===== src/rtl/riscv_uart_tx_pkg.sv =====
// rtl/riscv_uart_tx_pkg.sv - shared state encoding and status layout for the UART transmitter
package riscv_uart_tx_pkg;

    localparam int UART_TX_ST_LEN = 2;

    typedef enum logic [UART_TX_ST_LEN-1:0] {
        ST_IDLE  = 2'd0,
        ST_START = 2'd1,
        ST_DATA  = 2'd2,
        ST_STOP  = 2'd3
    } uart_tx_state_e;

    // Bit positions of the TX status word as seen by software through the bridge
    localparam int STAT_BUSY_BIT  = 0;
    localparam int STAT_FULL_BIT  = 1;
    localparam int STAT_EMPTY_BIT = 2;
    localparam int STAT_OVF_BIT   = 3;
    localparam int STAT_CNT_LSB   = 8;
    localparam int STAT_CNT_MSB   = 15;

    function automatic logic [15:0] uart_tx_status(input logic i_busy, input logic i_full,
                                                   input logic i_empty, input logic i_ovf,
                                                   input logic [7:0] i_count);
        logic [15:0] w_word;
        w_word                              = '0;
        w_word[STAT_BUSY_BIT]               = i_busy;
        w_word[STAT_FULL_BIT]               = i_full;
        w_word[STAT_EMPTY_BIT]              = i_empty;
        w_word[STAT_OVF_BIT]                = i_ovf;
        w_word[STAT_CNT_MSB:STAT_CNT_LSB]   = i_count;
        return w_word;
    endfunction

endpackage


===== src/rtl/riscv_uart_tx_if.sv =====
// rtl/riscv_uart_tx_if.sv - bridge-side strobes and status of the UART transmitter
interface riscv_uart_tx_if #(
    parameter int FIFO_DEPTH = 16
);
    localparam int CNT_W = $clog2(FIFO_DEPTH) + 1;

    logic             wr_en;
    logic [7:0]       wr_data;
    logic             clr_ovf;
    logic             tx;
    logic             busy;
    logic             fifo_full;
    logic             fifo_empty;
    logic [CNT_W-1:0] fifo_count;
    logic             overflow;

    modport master (
        output wr_en, wr_data, clr_ovf,
        input  tx, busy, fifo_full, fifo_empty, fifo_count, overflow
    );

    modport slave (
        input  wr_en, wr_data, clr_ovf,
        output tx, busy, fifo_full, fifo_empty, fifo_count, overflow
    );

endinterface


===== src/rtl/riscv_sync_fifo.sv =====
// rtl/riscv_sync_fifo.sv - single-clock FIFO with extra-bit pointers for full/empty/count
module riscv_sync_fifo #(
    parameter int WIDTH = 8,
    parameter int DEPTH = 16
) (
    input  logic                     clk,
    input  logic                     rst,
    input  logic                     i_push,
    input  logic [WIDTH-1:0]         i_wdata,
    input  logic                     i_pop,
    output logic [WIDTH-1:0]         o_rdata,
    output logic                     o_full,
    output logic                     o_empty,
    output logic [$clog2(DEPTH):0]   o_count
);
    localparam int AW = $clog2(DEPTH);

    logic [AW:0]      r_wr_ptr;
    logic [AW:0]      r_rd_ptr;
    logic [WIDTH-1:0] r_mem [DEPTH];
    logic             w_push_ok;
    logic             w_pop_ok;

    assign o_count  = r_wr_ptr - r_rd_ptr;
    assign o_empty  = (r_wr_ptr == r_rd_ptr);
    assign o_full   = (o_count == (AW+1)'(DEPTH));
    assign o_rdata  = r_mem[r_rd_ptr[AW-1:0]];
    // A pop in the same cycle frees the slot, so a push into a full FIFO is still taken
    assign w_push_ok = i_push && (!o_full || i_pop);
    assign w_pop_ok  = i_pop && !o_empty;

    always_ff @(posedge clk) begin
        if (!rst) begin
            r_wr_ptr <= '0;
            r_rd_ptr <= '0;
        end else begin
            if (w_push_ok) r_wr_ptr <= r_wr_ptr + 1'b1;
            if (w_pop_ok)  r_rd_ptr <= r_rd_ptr + 1'b1;
        end
    end

    always_ff @(posedge clk) begin
        if (w_push_ok) r_mem[r_wr_ptr[AW-1:0]] <= i_wdata;
    end

endmodule


===== src/rtl/riscv_uart_tx.sv =====
// rtl/riscv_uart_tx.sv - memory-mapped 8N1 UART transmitter: FIFO, FSM, baud counter, shifter
module riscv_uart_tx
    import riscv_uart_tx_pkg::*;
#(
    parameter int CLKS_PER_BIT = 217,
    parameter int FIFO_DEPTH   = 16
) (
    input  logic            clk,
    input  logic            rst,
    riscv_uart_tx_if.slave  bus
);
    localparam int                BAUD_W    = $clog2(CLKS_PER_BIT);
    localparam int                CNT_W     = $clog2(FIFO_DEPTH) + 1;
    localparam logic [BAUD_W-1:0] BAUD_LAST = BAUD_W'(CLKS_PER_BIT - 1);

    uart_tx_state_e    r_state;
    logic [BAUD_W-1:0] r_baud;
    logic [2:0]        r_bit_idx;
    logic [7:0]        r_shift;
    logic              r_tx;
    logic              r_busy;
    logic              r_overflow;

    logic              w_baud_end;
    logic              w_pop;
    logic              w_full;
    logic              w_empty;
    logic [CNT_W-1:0]  w_count;
    logic [7:0]        w_rd_data;
    logic              w_tx_next;

    riscv_sync_fifo #(.WIDTH(8), .DEPTH(FIFO_DEPTH)) u_fifo (
        .clk     (clk),
        .rst     (rst),
        .i_push  (bus.wr_en),
        .i_wdata (bus.wr_data),
        .i_pop   (w_pop),
        .o_rdata (w_rd_data),
        .o_full  (w_full),
        .o_empty (w_empty),
        .o_count (w_count)
    );

    assign w_baud_end = (r_baud == BAUD_LAST);
    assign w_pop      = !w_empty && ((r_state == ST_IDLE) || (r_state == ST_STOP && w_baud_end));

    // Line level follows the state one cycle later so tx is a clean flop output
    always_comb begin
        w_tx_next = 1'b1;
        case (r_state)
            ST_START: w_tx_next = 1'b0;
            ST_DATA:  w_tx_next = r_shift[r_bit_idx];
            default:  w_tx_next = 1'b1;
        endcase
    end

    always_ff @(posedge clk) begin
        if (!rst) begin
            r_state   <= ST_IDLE;
            r_baud    <= '0;
            r_bit_idx <= '0;
            r_shift   <= '0;
            r_tx      <= 1'b1;
            r_busy    <= 1'b0;
        end else begin
            r_tx   <= w_tx_next;
            r_busy <= (r_state != ST_IDLE);
            case (r_state)
                ST_IDLE: begin
                    r_baud <= '0;
                    if (w_pop) begin
                        r_shift <= w_rd_data;
                        r_state <= ST_START;
                    end
                end
                ST_START: begin
                    if (w_baud_end) begin
                        r_baud    <= '0;
                        r_bit_idx <= '0;
                        r_state   <= ST_DATA;
                    end else begin
                        r_baud <= r_baud + 1'b1;
                    end
                end
                ST_DATA: begin
                    if (w_baud_end) begin
                        r_baud <= '0;
                        if (r_bit_idx == 3'd7) r_state <= ST_STOP;
                        else                   r_bit_idx <= r_bit_idx + 1'b1;
                    end else begin
                        r_baud <= r_baud + 1'b1;
                    end
                end
                ST_STOP: begin
                    if (w_baud_end) begin
                        r_baud <= '0;
                        if (w_pop) begin
                            r_shift <= w_rd_data;
                            r_state <= ST_START;
                        end else begin
                            r_state <= ST_IDLE;
                        end
                    end else begin
                        r_baud <= r_baud + 1'b1;
                    end
                end
                default: r_state <= ST_IDLE;
            endcase
        end
    end

    always_ff @(posedge clk) begin
        if (!rst)                                  r_overflow <= 1'b0;
        else if (bus.wr_en && w_full && !w_pop)    r_overflow <= 1'b1;
        else if (bus.clr_ovf)                      r_overflow <= 1'b0;
    end

    assign bus.tx         = r_tx;
    assign bus.busy       = r_busy;
    assign bus.overflow   = r_overflow;
    assign bus.fifo_full  = w_full;
    assign bus.fifo_empty = w_empty;
    assign bus.fifo_count = w_count;

endmodule

===== src/flat_wrapper.sv =====
// flat-port wrapper written by rule: the top's interface ports become plain ports
module riscv_uart_tx_flat import riscv_uart_tx_pkg::*;
#(
    parameter int CLKS_PER_BIT = 217,
    parameter int FIFO_DEPTH   = 16
)
  (clk, rst, bus_wr_en, bus_wr_data, bus_clr_ovf, bus_tx, bus_busy, bus_fifo_full, bus_fifo_empty, bus_fifo_count, bus_overflow);
  riscv_uart_tx_if #(.FIFO_DEPTH(FIFO_DEPTH)) bus_i ();
  input  logic clk;
  input  logic rst;
  input wire logic [$bits(bus_i.wr_en)-1:0] bus_wr_en;
  input wire logic [$bits(bus_i.wr_data)-1:0] bus_wr_data;
  input wire logic [$bits(bus_i.clr_ovf)-1:0] bus_clr_ovf;
  output wire logic [$bits(bus_i.tx)-1:0] bus_tx;
  output wire logic [$bits(bus_i.busy)-1:0] bus_busy;
  output wire logic [$bits(bus_i.fifo_full)-1:0] bus_fifo_full;
  output wire logic [$bits(bus_i.fifo_empty)-1:0] bus_fifo_empty;
  output wire logic [$bits(bus_i.fifo_count)-1:0] bus_fifo_count;
  output wire logic [$bits(bus_i.overflow)-1:0] bus_overflow;
  assign bus_i.wr_en = bus_wr_en;
  assign bus_i.wr_data = bus_wr_data;
  assign bus_i.clr_ovf = bus_clr_ovf;
  assign bus_tx = bus_i.tx;
  assign bus_busy = bus_i.busy;
  assign bus_fifo_full = bus_i.fifo_full;
  assign bus_fifo_empty = bus_i.fifo_empty;
  assign bus_fifo_count = bus_i.fifo_count;
  assign bus_overflow = bus_i.overflow;
  riscv_uart_tx #(.CLKS_PER_BIT(CLKS_PER_BIT), .FIFO_DEPTH(FIFO_DEPTH)) u_core (.clk(clk), .rst(rst), .bus(bus_i));
endmodule

===== config.mk =====
export PLATFORM = sky130hd
export DESIGN_NAME = riscv_uart_tx_flat
export DESIGN_NICKNAME = d
export VERILOG_FILES = /design/src/rtl/riscv_uart_tx_pkg.sv /design/src/rtl/riscv_uart_tx_if.sv /design/src/rtl/riscv_sync_fifo.sv /design/src/rtl/riscv_uart_tx.sv /design/src/flat_wrapper.sv
export SDC_FILE = /design/constraint.sdc
export NUM_CORES = 1
export LEC_CHECK = 0
export CORE_MARGIN = 3
export CORE_UTILIZATION = 39
export CTS_CLUSTER_SIZE = 24
export DETAILED_ROUTE_END_ITERATION = 6
export SLEW_MARGIN = 10
export SYNTH_ARGS = -nofsm -noshare
export SYNTH_HDL_FRONTEND = slang
export SYNTH_SLANG_ARGS = --single-unit

===== constraint.sdc =====
create_clock -name clk -period 7.87 [get_ports clk]
set_input_delay 1.574 -clock clk [delete_from_list [all_inputs] [get_ports clk]]
set_output_delay 1.574 -clock clk [all_outputs]
set_load 0.005 [all_outputs]

==> results.sh <==
export IMPL_cts_tree="yes"
export IMPL_drt_iter0_markers=227
export IMPL_io_buffer_count=21
export IMPL_drive_gt1_share_pct=17.8
export IMPL_r2r_start="u_core.r_baud[0]"
export IMPL_hold_buffers=0
export IMPL_grt_busiest_layer="met2"
export IMPL_fin_crit_ns=4.63
export IMPL_place_congestion=0.793
export IMPL_critPathLaunchType="flip-flop"
export IMPL_dieHeight_um=139
export IMPL_cts_sinks=166
export IMPL_grt_util_met1_pct=19.0
export IMPL_cts_buffers=17
export IMPL_required_ns=6.30
export IMPL_synth_fp_nets=437
export IMPL_n_fill_cell=1419
export IMPL_reg2reg_depth=7
export IMPL_start_util_pct=40.6
export IMPL_p_per_area_mw_per_mm2=299
export IMPL_grt_pass1_vias=3649
export IMPL_cts_repair_resized=0
export IMPL_ir_worst_vdd_v=0.000180
export IMPL_yosys_warnings=0
export IMPL_synth_edf_count=128
export IMPL_ys_ff_latch=166
export IMPL_cts_root_buf="clkbuf_16"
export IMPL_synthesis_area_mm2=0.00685
export IMPL_max_cap_violations=0
export IMPL_synth_cells=406
export IMPL_layout_common_cells="edfxtp_1, mux4_2, dfxtp_1"
export IMPL_antenna_found_initial=0
export IMPL_synthArstFlopShare_pct=0
export IMPL_layout_nets=463
export IMPL_grt_ovfl_total=0
export IMPL_die_x_um=139
export IMPL_syn_to_final_growth_pct=14.2
export IMPL_hold_path_end="u_core.r_baud[0]"
export IMPL_setup_tns_ns=0
export IMPL_synth_flop_cell="edfxtp_1"
export IMPL_critPathKind="reg2out"
export IMPL_maxSlewHeadroom_pct=23.1
export IMPL_r2r_end="u_core.u_fifo.r_mem[0][7]"
export IMPL_vias_per_cell=5.21
export IMPL_first_pass_iters=4
export IMPL_dr_total_vias=3466
export IMPL_worst_pin_slew_ns=1.15
export IMPL_status="finished clean"
export IMPL_grt_pass1_wl_mm=20.8
export IMPL_ff_latch_area_mm2=0.00461
export IMPL_setup_viol=0
export IMPL_timing_final_hold_violations=0
export IMPL_final_common_cell="edfxtp_1"
export IMPL_ant_nets=0
export IMPL_drc=0
export IMPL_syn_avg_cell_area_um2=16.9
export IMPL_maxSlewViolCount=0
export IMPL_grtUsageMet3_pct=3.45
export IMPL_cts_clk_slew_worst_paths_ns=0.07
export IMPL_diodes=0
export IMPL_min_path_type="reg2reg"
export IMPL_dp_hpwl_mm=8.44
export IMPL_coreArea_mm2=0.0169
export IMPL_grt_max_degree=33
export IMPL_io_pin_count=22
export IMPL_track_usage_pct=14.1
export IMPL_cp_data_arrival_time_ns=3.05
export IMPL_hold_ws_ns=0.460
export IMPL_die_area_mm2=0.0192
export IMPL_cts_max_level=4
export IMPL_finalWirelength_mm=12.8
export IMPL_grt_use_met2_pct=22.5
export IMPL_period_share_pct=58.8
export IMPL_hold_path_depth=1
export IMPL_ys_seq_area_share_pct=67.2
export IMPL_multi_input_area_mm2=0.00210
export IMPL_rrSetupSlack_ns=4.23
export IMPL_min_delay_start="u_core.r_baud[0]"
export IMPL_endpoint_kind="primary output"
export IMPL_synth_cell_types=40
export IMPL_fin_skew_ns=0.0155
export IMPL_wl_per_cell_um=19.2
export IMPL_leakage_nw=2.62
export IMPL_worst_skew_pair_late_latency_ns=0.43
export IMPL_clockBufferDepth=2
export IMPL_core_rowCount=47
export IMPL_cts_setup_buffers=0
export IMPL_fmax_ghz=0.216
export IMPL_critPathMaxFanout=6
export IMPL_rsz0062_at_grt="no"
-- state kept, by name, indices dropped and copies added (netlist names), named ones only --
register	count
u_core.bus.busy	1
u_core.bus.overflow	1
u_core.bus.tx	1
u_core.r_baud	8
u_core.r_bit_idx	3
u_core.r_shift	8
u_core.r_state	2
u_core.u_fifo.r_mem	128
u_core.u_fifo.r_rd_ptr	5
u_core.u_fifo.r_wr_ptr	5
-- report_power, final --
part / switching, mW / internal, mW
clock network: 0.348 / 0.412
registers: 0.0314 / 1.00
logic: 0.283 / 0.265
total: 0.663 / 1.68
-- layer usage --
| layer | up-vias | wire length (µm) |
|---|---|---|
| met3 | 18 | 511 |
| met4 | 0 | 199 |
| met1 | 1759 | 5830 |
| li1 | 1624 | - |
| met2 | 65 | 6240 |
| met5 | - | 0 |
-- cell usage after synthesis, types with 3 or more instances --
cell       instances  area share [%]
and3_1            17             1.6
mux2i_1            8             1.2
nand2b_1           5            0.46
nor3b_1            3            0.33
ha_1              18             3.3
buf_2              5            0.37
clkbuf_1           9            0.49
nand2_1           19             1.0
o21ai_0            4            0.29
edfxtp_1         128              56
nand3_1            9            0.66
inv_1             20             1.1
o2bb2ai_1          8             1.0
and2_1             8            0.73
xnor2_1            4            0.51
a21oi_1            9            0.66
xor2_1             8             1.0
nor2b_1            4            0.37
mux4_2            42              14
dfxtp_1           38              11
nor2_1            18            0.99
-- kinds of logic after synthesis --
logic type	synth area share [%]
DFF	67.2
and+or+nand+nor	7.17
muxes	15.1
buffers and inverters	2.17
AOI/OAI and AO/OA	3.23
adders and majority gates	3.58
xor gates and xnor gates	1.53
-- how the worst max path moves through the flow --
stage | cells after the start | slack (ns) | start | endpoint
6_report | 7 | 3.24 | u_core.u_fifo.r_wr_ptr[0] | bus_fifo_full
5_1_grt | 8 | 3.03 | u_core.u_fifo.r_wr_ptr[0] | bus_fifo_full
4_1_cts | 7 | 3.19 | u_core.u_fifo.r_wr_ptr[0] | bus_fifo_full
3_5_place_dp | 7 | 3.66 | u_core.u_fifo.r_wr_ptr[0] | bus_fifo_full
3_3_place_gp | 7 | 3.77 | u_core.u_fifo.r_wr_ptr[0] | bus_fifo_full
2_1_floorplan | 6 | 4.40 | u_core.u_fifo.r_wr_ptr[0] | bus_fifo_full
-- per-stage QoR --
| stage | instances | instance area [µm²] | power [mW] | utilization [%] | setup WS [ns] |
|---|---|---|---|---|---|
| 3_5_place_dp | 633 | 7280 | 1.61 | 43.1 | 3.66 |
| 5_1_grt | 665 | 7830 | 2.46 | 46.4 | 3.03 |
| 6_report | 665 | 7830 | 2.34 | 46.4 | 3.24 |
| 3_3_place_gp | 633 | 7280 | 1.59 | 43.1 | 3.77 |
| 2_1_floorplan | 406 | 6850 | 1.43 | - | 4.40 |
| 4_1_cts | 665 | 7830 | 2.37 | 46.4 | 3.19 |
-- critical path, cell delays in order (launching register included) --
cell	delay, ns
dfxtp_1	0.40
inv_1	0.12
ha_1	0.22
inv_1	0.07
fa_1	0.42
or3_1	0.43
a2111oi_4	0.38
clkdlybuf4s50_1	0.59
-- area by class of cell --
cell class | count | area share, %
clock inverter | 14 | 1.49
tap | 220 | 3.52
inverter | 20 | 0.959
multi-input combinational | 204 | 26.8
sequential | 166 | 58.8
clock buffer | 18 | 5.48
timing repair buffer | 23 | 2.88
Note: power is estimated with default switching activity, not from simulation.
